`src/rtl/seg_pkg.sv`:
```
// Shared types and constants for the multiplexed 7-segment scan driver.
package seg_pkg;

    typedef logic [3:0] digit_t;

    localparam logic [7:0] SEG_BLANK = 8'hFF;

    // Active-low segment patterns for BCD 0..9; bit0 (dp) is off in every entry.
    localparam logic [7:0] SEG_PATTERN [0:9] = '{
        8'h81, 8'hF3, 8'h49, 8'h61, 8'h33,
        8'h25, 8'h05, 8'hF1, 8'h01, 8'h21
    };

endpackage

```
`src/rtl/seg_decode.sv`:
```
// Combinational BCD to active-low segment decode with a dark override.
module seg_decode
    import seg_pkg::*;
(
    input  digit_t      bcd_i,
    input  logic        dark_i,
    input  logic        dp_i,
    output logic [7:0]  seg_c
);

    // Non-decimal codes render dark, same as an explicit dark request.
    always_comb begin
        seg_c = SEG_BLANK;
        if (!dark_i && (bcd_i <= digit_t'(9))) begin
            seg_c = {SEG_PATTERN[bcd_i][7:1], ~dp_i};
        end
    end

endmodule

```
`src/rtl/seg_scan_driver.sv`:
```
// Parametrised multiplexed 7-segment scan driver with frame-coherent snapshot,
// leading-zero suppression, blanking, blinking and decimal points.
// Optional build macro GHOST_BLANK_EN adds one dark cycle at the start of each slot.
module seg_scan_driver
    import seg_pkg::*;
#(
    parameter int unsigned NUM_DIGITS   = 8,
    parameter int unsigned SCAN_DIV     = 50,
    parameter int unsigned BLINK_FRAMES = 64
) (
    input  logic                      CP,
    input  logic                      reset,
    input  logic                      EN,
    input  logic [4*NUM_DIGITS-1:0]   digits_in,
    input  logic [NUM_DIGITS-1:0]     blank_mask,
    input  logic [NUM_DIGITS-1:0]     blink_mask,
    input  logic [NUM_DIGITS-1:0]     dp_mask,
    input  logic                      lz_sup,
    output logic [7:0]                segO,
    output logic [NUM_DIGITS-1:0]     bitO,
    output logic                      frame_start
);

    localparam int unsigned PW = $clog2(SCAN_DIV);
    localparam int unsigned IW = $clog2(NUM_DIGITS);
    localparam int unsigned FW = (BLINK_FRAMES > 1) ? $clog2(BLINK_FRAMES) : 1;
    localparam int unsigned DW = 4 * NUM_DIGITS;

`ifdef GHOST_BLANK_EN
    localparam bit GHOST = 1'b1;
`else
    localparam bit GHOST = 1'b0;
`endif

    logic [PW-1:0]         presc_q, presc_d;
    logic [IW-1:0]         slot_q, slot_d;
    logic [IW-1:0]         cur_q, cur_d;
    logic [FW-1:0]         fcnt_q, fcnt_d;
    logic                  phase_q, phase_d;
    logic                  active_q, active_d;
    logic [DW-1:0]         snap_dig_q, snap_dig_d;
    logic [NUM_DIGITS-1:0] snap_blank_q, snap_blank_d;
    logic [NUM_DIGITS-1:0] snap_blink_q, snap_blink_d;
    logic [NUM_DIGITS-1:0] snap_dp_q, snap_dp_d;
    logic                  snap_lz_q, snap_lz_d;
    logic [7:0]            seg_q, seg_d;
    logic [NUM_DIGITS-1:0] bit_q, bit_d;
    logic                  fs_q, fs_d;

    logic                  tick;
    logic                  frame_tick;
    digit_t                dig [NUM_DIGITS];
    logic [NUM_DIGITS-1:0] supp;
    logic [NUM_DIGITS-1:0] sel_bit;
    logic                  run;
    logic                  dark;
    logic [7:0]            dec_seg;

    assign tick       = EN && (presc_q == PW'(SCAN_DIV - 1));
    // slot_q names the slot shown at the next tick, so the first tick after reset opens a frame on digit 0.
    assign frame_tick = tick && (slot_q == '0);

    // Scan timing, blink phase and frame snapshot next-state.
    always_comb begin
        presc_d      = presc_q;
        slot_d       = slot_q;
        cur_d        = cur_q;
        fcnt_d       = fcnt_q;
        phase_d      = phase_q;
        active_d     = active_q | tick;
        snap_dig_d   = snap_dig_q;
        snap_blank_d = snap_blank_q;
        snap_blink_d = snap_blink_q;
        snap_dp_d    = snap_dp_q;
        snap_lz_d    = snap_lz_q;
        if (EN) begin
            presc_d = tick ? '0 : presc_q + PW'(1);
        end
        if (tick) begin
            cur_d  = slot_q;
            slot_d = (slot_q == IW'(NUM_DIGITS - 1)) ? '0 : slot_q + IW'(1);
        end
        if (frame_tick) begin
            snap_dig_d   = digits_in;
            snap_blank_d = blank_mask;
            snap_blink_d = blink_mask;
            snap_dp_d    = dp_mask;
            snap_lz_d    = lz_sup;
            if (fcnt_q == FW'(BLINK_FRAMES - 1)) begin
                fcnt_d  = '0;
                phase_d = ~phase_q;
            end else begin
                fcnt_d  = fcnt_q + FW'(1);
            end
        end
    end

    // Digit unpack, leading-zero run from the top digit, and one-hot-low select.
    always_comb begin
        run     = 1'b1;
        supp    = '0;
        sel_bit = '1;
        for (int i = 0; i < int'(NUM_DIGITS); i++) begin
            dig[i]     = snap_dig_d[4*i +: 4];
            sel_bit[i] = (IW'(i) != cur_d);
        end
        for (int i = int'(NUM_DIGITS) - 1; i >= 0; i--) begin
            run     = run & (dig[i] == digit_t'(0));
            supp[i] = snap_lz_d & run & (i != 0);
        end
        dark = snap_blank_d[cur_d] | (snap_blink_d[cur_d] & phase_d) | supp[cur_d];
    end

    seg_decode u_decode (
        .bcd_i  (dig[cur_d]),
        .dark_i (dark),
        .dp_i   (snap_dp_d[cur_d]),
        .seg_c  (dec_seg)
    );

    // Output next-state: dark unless scanning, and dark on the tick edge when dead-time is built in.
    always_comb begin
        seg_d = SEG_BLANK;
        bit_d = '1;
        fs_d  = frame_tick;
        if (EN && (tick || active_q) && !(GHOST && tick)) begin
            seg_d = dec_seg;
            bit_d = sel_bit;
        end
    end

    always_ff @(posedge CP or posedge reset) begin
        if (reset) begin
            presc_q      <= '0;
            slot_q       <= '0;
            cur_q        <= '0;
            fcnt_q       <= '0;
            phase_q      <= 1'b0;
            active_q     <= 1'b0;
            snap_dig_q   <= '0;
            snap_blank_q <= '0;
            snap_blink_q <= '0;
            snap_dp_q    <= '0;
            snap_lz_q    <= 1'b0;
            seg_q        <= SEG_BLANK;
            bit_q        <= '1;
            fs_q         <= 1'b0;
        end else begin
            presc_q      <= presc_d;
            slot_q       <= slot_d;
            cur_q        <= cur_d;
            fcnt_q       <= fcnt_d;
            phase_q      <= phase_d;
            active_q     <= active_d;
            snap_dig_q   <= snap_dig_d;
            snap_blank_q <= snap_blank_d;
            snap_blink_q <= snap_blink_d;
            snap_dp_q    <= snap_dp_d;
            snap_lz_q    <= snap_lz_d;
            seg_q        <= seg_d;
            bit_q        <= bit_d;
            fs_q         <= fs_d;
        end
    end

    assign segO        = seg_q;
    assign bitO        = bit_q;
    assign frame_start = fs_q;

endmodule

```
`config.mk`:
```
export PLATFORM = sky130hd
export DESIGN_NAME = seg_scan_driver
export DESIGN_NICKNAME = d
export VERILOG_FILES = /design/src/rtl/seg_pkg.sv /design/src/rtl/seg_decode.sv /design/src/rtl/seg_scan_driver.sv
export SDC_FILE = /design/constraint.sdc
export NUM_CORES = 1
export LEC_CHECK = 0
export ABC_AREA = 1
export BUFFER_PORTS_ARGS = -buffer_cell sky130_fd_sc_hd__buf_2
export CAP_MARGIN = 10
export CORE_UTILIZATION = 57
export CTS_CLUSTER_SIZE = 30
export DETAILED_ROUTE_END_ITERATION = 8
export PLACE_DENSITY = 0.87
export SLEW_MARGIN = 0
export SYNTH_ARGS = -nofsm -noshare
export SYNTH_HDL_FRONTEND = slang
export SYNTH_SLANG_ARGS = --single-unit
```
`constraint.sdc`:
```
create_clock -name CP -period 2.9 [get_ports CP]
set_input_delay 0.145 -clock CP [delete_from_list [all_inputs] [get_ports CP]]
set_output_delay 0.145 -clock CP [all_outputs]
set_load 0.02 [all_outputs]
```
; ---- Yosys cells after proc, flatten, opt, wreduce, memory -nomap -nowiden
; Memory sizes are Yosys's and may differ from the RTL's.
; Index checks and enable logic that the tools add are counted.
[word_totals]
regBits = 94
rom_bits = 128
in_bits = 60
out_inout_bits = 17
word_cells = 95
mem_count = 1
[mem_list]
columns = memory, depth, word_bits, rd, rd_ports_with_merged_regs, wr, line
row1 = (no name shown), 16, 8, 1, 0, 0, seg_decode.sv:15  ; seg_c = {SEG_PATTERN[bcd_i][7:1], ~dp_i};
[op_classes]
addsub = 3
magnitude_cmp = 4
eq_ne = 10
muxes = 27
bitwise = 21
reduce_logical = 15
[op_table]
columns = operator, count
row1 = two-way mux 8 bit, 8
row2 = two-way mux 32 bit, 1
row3 = zero test 4 bit, 7
row4 = bitwise AND 1 bit, 14
row5 = "adder 6 x 1 -> 6 bit, second input constant", 2
row6 = binary-select mux 1 bit (select 3 bit), 4
row7 = binary-select mux 4 bit (select 3 bit), 1
row8 = "equality test 6 bit, second input constant", 2
row9 = two-way mux 6 bit, 2
row10 = "!= test 3 bit, first input constant", 4
row11 = two-way mux 4 bit, 2
row12 = two-way mux 1 bit, 7
row13 = two-way mux 3 bit, 2
row14 = "!= test 2 x 3 -> 1 bit, first input constant", 2
row15 = ">= comparator 5 bit, second input constant", 1
row16 = inverter 4 -> 5 bit, 1
row17 = ">= comparator 4 bit, second input constant", 1
row18 = "less-or-equal comparator 4 bit, second input constant", 1
row19 = logical AND 1 bit, 4
row20 = "< comparator 3 x 4 -> 1 bit, second input constant", 1
row21 = inverter 3 -> 4 bit, 1
row22 = "adder 3 x 1 -> 3 bit, second input constant", 1
row23 = "equality test 3 bit, second input constant", 1
row24 = zero test 3 bit, 1
row25 = other kinds (6), 9

; ---- Longest topological paths before layout
[logic_depth]
depth_word = 19
depth_mapped = 22
depth_no_buf = 21

; ---- By module
; A second synthesis with hierarchy kept.
[hier_totals]
cells_unflattened = 601
area_unflattened_um2 = 4818.4
[by_module_without_submodules]
columns = module, n_inst, cells_each, area_per_inst_um2, seq_area_each_um2
row1 = seg_scan_driver, 1, 560, 4573.1, 2372.3
row2 = seg_decode, 1, 41, 245.2, 0.0

; ---- Worst setup path after synthesis
; OpenSTA, ideal clock, no wires.
[synth_path]
path_kind = reg2reg
from = register slot_q[1]
to = register seg_q[0] (netlist: segO[0])
setup_time_ns = 0.061
t_arrival_ns = 2.614
t_required_ns = 2.839
slack_ns = 0.226
stages_incl_launch_ff = 23
n_path_buf = 2
period_less_slack_ns = 2.674
path_cell_list = dfrtp_1 -> inv_1 -> ha_1 -> inv_1 -> nor2_1 -> nand3_4 -> buf_6 -> buf_6 -> nand2_1 -> o21ai_0 -> nor2_1 -> a21oi_1 -> nand2_1 -> nand2_1 -> nand2_1 -> inv_1 -> ha_1 -> or2_2 -> nand2_1 -> nand2_1 -> nand3_2 -> nor2_4 -> nand2_1
[synth_via]
elab_chain_len = 18
elab_cells_between_ends = 50
classes_between = order compare (1) / mux (20) / bitwise (18) / reduce/logical (11)
[synth_rtl]
columns = element, line
row1 = from (decl), seg_scan_driver.sv:36  ; logic [IW-1:0] slot_q, slot_d;
row2 = from (signal assigned), seg_scan_driver.sv:150  ; slot_q <= slot_d;
row3 = zero test 3 bit, seg_scan_driver.sv:61  ; assign frame_tick = tick && (slot_q == '0);
row4 = logical AND 1 bit, seg_scan_driver.sv:61
row5 = two-way mux 32 bit, seg_scan_driver.sv:83  ; if (frame_tick) begin
row6 = zero test 4 bit, seg_scan_driver.sv:108  ; run = run & (dig[i] == digit_t'(0));
row7 = bitwise AND 1 bit (6 in series), seg_scan_driver.sv:108
row8 = bitwise AND 1 bit, seg_scan_driver.sv:109  ; supp[i] = snap_lz_d & run & (i != 0);
row9 = binary-select mux 1 bit (select 3 bit), seg_scan_driver.sv:111  ; dark = snap_blank_d[cur_d] | (snap_blink_d[cur_d] & phase_d) | supp[cur_d];
row10 = two-way mux 1 bit (not written as such), seg_scan_driver.sv:111
row11 = bitwise OR 1 bit, seg_scan_driver.sv:111
row12 = zero test 1 bit, seg_decode.sv:14  ; if (!dark_i && (bcd_i <= digit_t'(9))) begin
row13 = logical AND 1 bit, seg_decode.sv:14
row14 = two-way mux 8 bit (*), seg_decode.sv:14
row15 = two-way mux 8 bit (*), seg_scan_driver.sv:126  ; if (EN && (tick || active_q) && !(GHOST && tick)) begin
row16 = named net seg_d[0], seg_scan_driver.sv:46  ; logic [7:0] seg_q, seg_d;
row17 = to (signal assigned), seg_scan_driver.sv:160  ; seg_q <= seg_d;
row18 = to (decl), seg_scan_driver.sv:46
; Mark *: on every way through the listed nets, which the timed path passes. The rest lies on a longest branch. The select of a mux whose other input is x is not followed.
; A chain may end at the register's enable or synchronous reset.

; ---- Final worst setup path
; Same ends and word-level chain as after synthesis.

==> flow_summary.ini <==
[sta]
hold_slack_ns = 0.00661
setup_viol = 0
finalClockSkew_ns = 0.0134
fmax_ghz = 0.351
tightestPinTransition_ns = 0.480
period_minus_slack_ns = 2.85
hold_viol = 0
fin_crit_sh_pct = 98.1
drv_slew = 0
relSlewSlack_pct = 67.9

[status]
violations = design-rule violations
status = finished with violations

[critical_path]
cp_data_required_time_ns = 3.22
crit_chain = inv_1 -> ha_1 -> inv_1 -> nor2_4 -> nand3_4 -> buf_6 -> nand2_1 -> o21ai_0 -> nor2_1 -> a21oi_1 -> nand2_1 -> nand2_1 -> nand2_1 -> inv_1 -> ha_4 -> or2_2 -> nand2_1 -> nand2_1 -> nand3_2 -> nor2_4 -> nand2_1
worstSetupEndpointType = flip-flop
crit_top_cell = nand2_1
crit_slowest_cell = dfrtp_1
worst-setup-path-type = reg2reg
cpPeakStageDelay_ns = 0.41
cp_max_fo = 8
arrival_ns = 3.17
critPathLaunchType = flip-flop

[synthesis]
synth_cell_types = 35
seq_area_frac_synth_pct = 49.2
synth_edf_count = 0
yosys_register_bits = 94
syn_nets = 696
syn_area_sq_um = 4820
ys_warn_count = 0
synth_async_sr_flop_share_pct = 100
syn_area_per_cell_sq_um = 7.72
synth_cells = 625
synth_top_flop_cell = dfrtp_1

[final_layout]
final_nets = 823
final_common_cell = nand2_1
drive_above_1_share_pct = 24.8
regArea_sq_um = 2370
final_cell_mix = nand2_1 (249), dfrtp_1 (78), buf_2 (76)
fin_util_pct = 74.4
antenna_cells = 0
multi_input_area_sq_um = 2150
fill_cells = 598
area.growth.synth_to_final_pct = 26.7

[grt]
grt_pass1_wl_microns = 20100
globalRoute.totalOverflow = 0
grt_max_degree = 95
antenna_found_initial = 0
grt_pass1_vias = 4247
track_usage_pct = 30.1

[power_and_ir_drop]
combinationalPowerShare_pct = 45.4
pwr_density_cell_nw_per_um2 = 743
seqPwrFrac_pct = 35.5
p_sw_share_pct = 41.6
leakagePower_nw = 3.31
clockPowerShare_pct = 19.1
ir_worst_vdd_v = 0.000640
intPower_mw = 2.65
switching_power_mw = 1.89

[clock_tree]
clk_latency_ns = 0.38
htreeDepth = 3
cts_root_buffer = clkbuf_8
clock_path_buffers = 2
numCtsBuffers = 9
cts_tree = yes
clkTransAtPathRegs_ns = 0.10
cts_sinks = 94

[placement]
gp_congestion = 0.936
dp_hpwl_microns = 8330
io_buffers = 76

[routing]
firstDrtPassIters = 7
drc_errors = 2
post_drt_wl_per_cell_microns = 15.1
drtIter0Drc = 444
via_per_inst = 5.44
postRouteAntennaNets = 0
wl_microns = 13100
vias = 4693

[worst_hold_path]
worstHoldPathType = in2reg

[die]
fp.dieH_microns = 94.0
start_util_pct = 58.7
std_cell_rows = 33
die_x_microns = 94.0
die_area_sq_um = 8830
core_area_sq_um = 8220
io_pins = 77

[flow_run]
cap_viol_max_count = 0
-- worst max-delay path: cells and delay by family (launching register included) --
| kind | cells | cell delay (ns) |
|---|---|---|
| simple gates | 13 | 1.39 |
| buf+inv | 4 | 0.47 |
| flops | 1 | 0.41 |
| fa+ha+maj | 2 | 0.34 |
| compound gates | 2 | 0.19 |
-- worst paths after layout --
path                            start         endpoint  slack (ns)  cells after the start
max in group asynchronous       reset          segO[1]        2.11                      4
min                        dp_mask[6]     snap_dp_q[6]       0.007                      3
min in group asynchronous       reset  snap_blink_q[5]        0.42                      4
min reg2reg                  active_q         active_q        0.48                      1
max reg2reg                 slot_q[1]          segO[0]        0.05                     21
max                         slot_q[1]          segO[0]        0.05                     21
-- metrics by stage --
step / std cells / setup TNS [ns] / total power [mW] / setup WS (ns) / area (sq um)
6_report: 862 / 0 / 4.54 / 0.0537 / 6110
5_1_grt: 862 / -0.774 / 4.83 / -0.108 / 6110
4_1_cts: 847 / 0 / 4.28 / 0.0111 / 5830
3_5_place_dp: 813 / -0.954 / 3.34 / -0.125 / 5420
3_3_place_gp: 813 / 0 / 3.27 / 0.0463 / 5420
2_1_floorplan: 625 / 0 / 2.77 / 0.226 / 4820
-- cell families (layout without fill, tap and decap cells) --
logic type,after synthesis,count (layout),synth area share (%)
buffers and inverters,100,231,9.03
xor gates and xnor gates,5,5,1.06
AOI/OAI and AO/OA,50,50,5.71
and+or+nand+nor,365,366,32.1
adders and majority gates,11,11,2.85
DFF,94,94,49.2
-- cell usage after synthesis (all sizes together) (5+ instances only) --
cell / instances / share of area (%)
ha: 11 / 2.9
nor2: 53 / 4.7
nand4: 14 / 1.8
inv: 81 / 6.3
or2: 5 / 0.65
buf: 17 / 2.6
nand3: 30 / 3.7
nand2: 259 / 21
dfrtp: 78 / 40
dfstp: 16 / 8.7
a21oi: 11 / 1.1
o21ai: 29 / 3.1
-- sequential cells by signal, indices dropped and copies added (netlist names) --
name          count
snap_dp_q         8
snap_lz_q         1
fcnt_q            6
snap_dig_q       32
slot_q            3
presc_q           6
bitO              8
cur_q             3
phase_q           1
segO              8
snap_blank_q      8
active_q          1
snap_blink_q      8
frame_start       1
-- cell type report --
| cell class | count | area share [%] |
|---|---|---|
| repair buffers | 134 | 15.6 |
| well taps | 105 | 2.15 |
| clock inverters | 5 | 0.655 |
| multi-input cells | 432 | 35.2 |
| clock buffers | 11 | 2.50 |
| flip-flops and latches | 94 | 38.8 |
| inverters | 81 | 5.12 |
-- timing repair --
item                                    4_1_cts  5_1_grt
resized for setup                            13       24
hold endpoints to repair                     95        0
endpoints found under the setup margin        8        8
pin swaps                                     2        7
hold buffers                                 18        0
buffers inserted                              0       12
gates cloned                                  0        3
-- power by group through the flow --
| stage | Combinational (mW) | Sequential, mW | Clock (mW) |
|---|---|---|---|
| finish | 2.06 | 1.61 | 0.868 |
| global route | 2.27 | 1.63 | 0.932 |
| CTS | 1.80 | 1.60 | 0.874 |
| detailed placement | 1.72 | 1.62 | 0 |
| global placement | 1.66 | 1.62 | 0 |
| floorplan | 1.08 | 1.69 | 0 |
-- metal layers --
metal / global-route usage [%] / part of all wire (%)
met1: 40.1 / 41
met2: 48.7 / 48
met3: 5.10 / 7.7
met4: 12.4 / 3.4
met5: 0 / 0
Note: power is estimated with default switching activity, not from simulation.
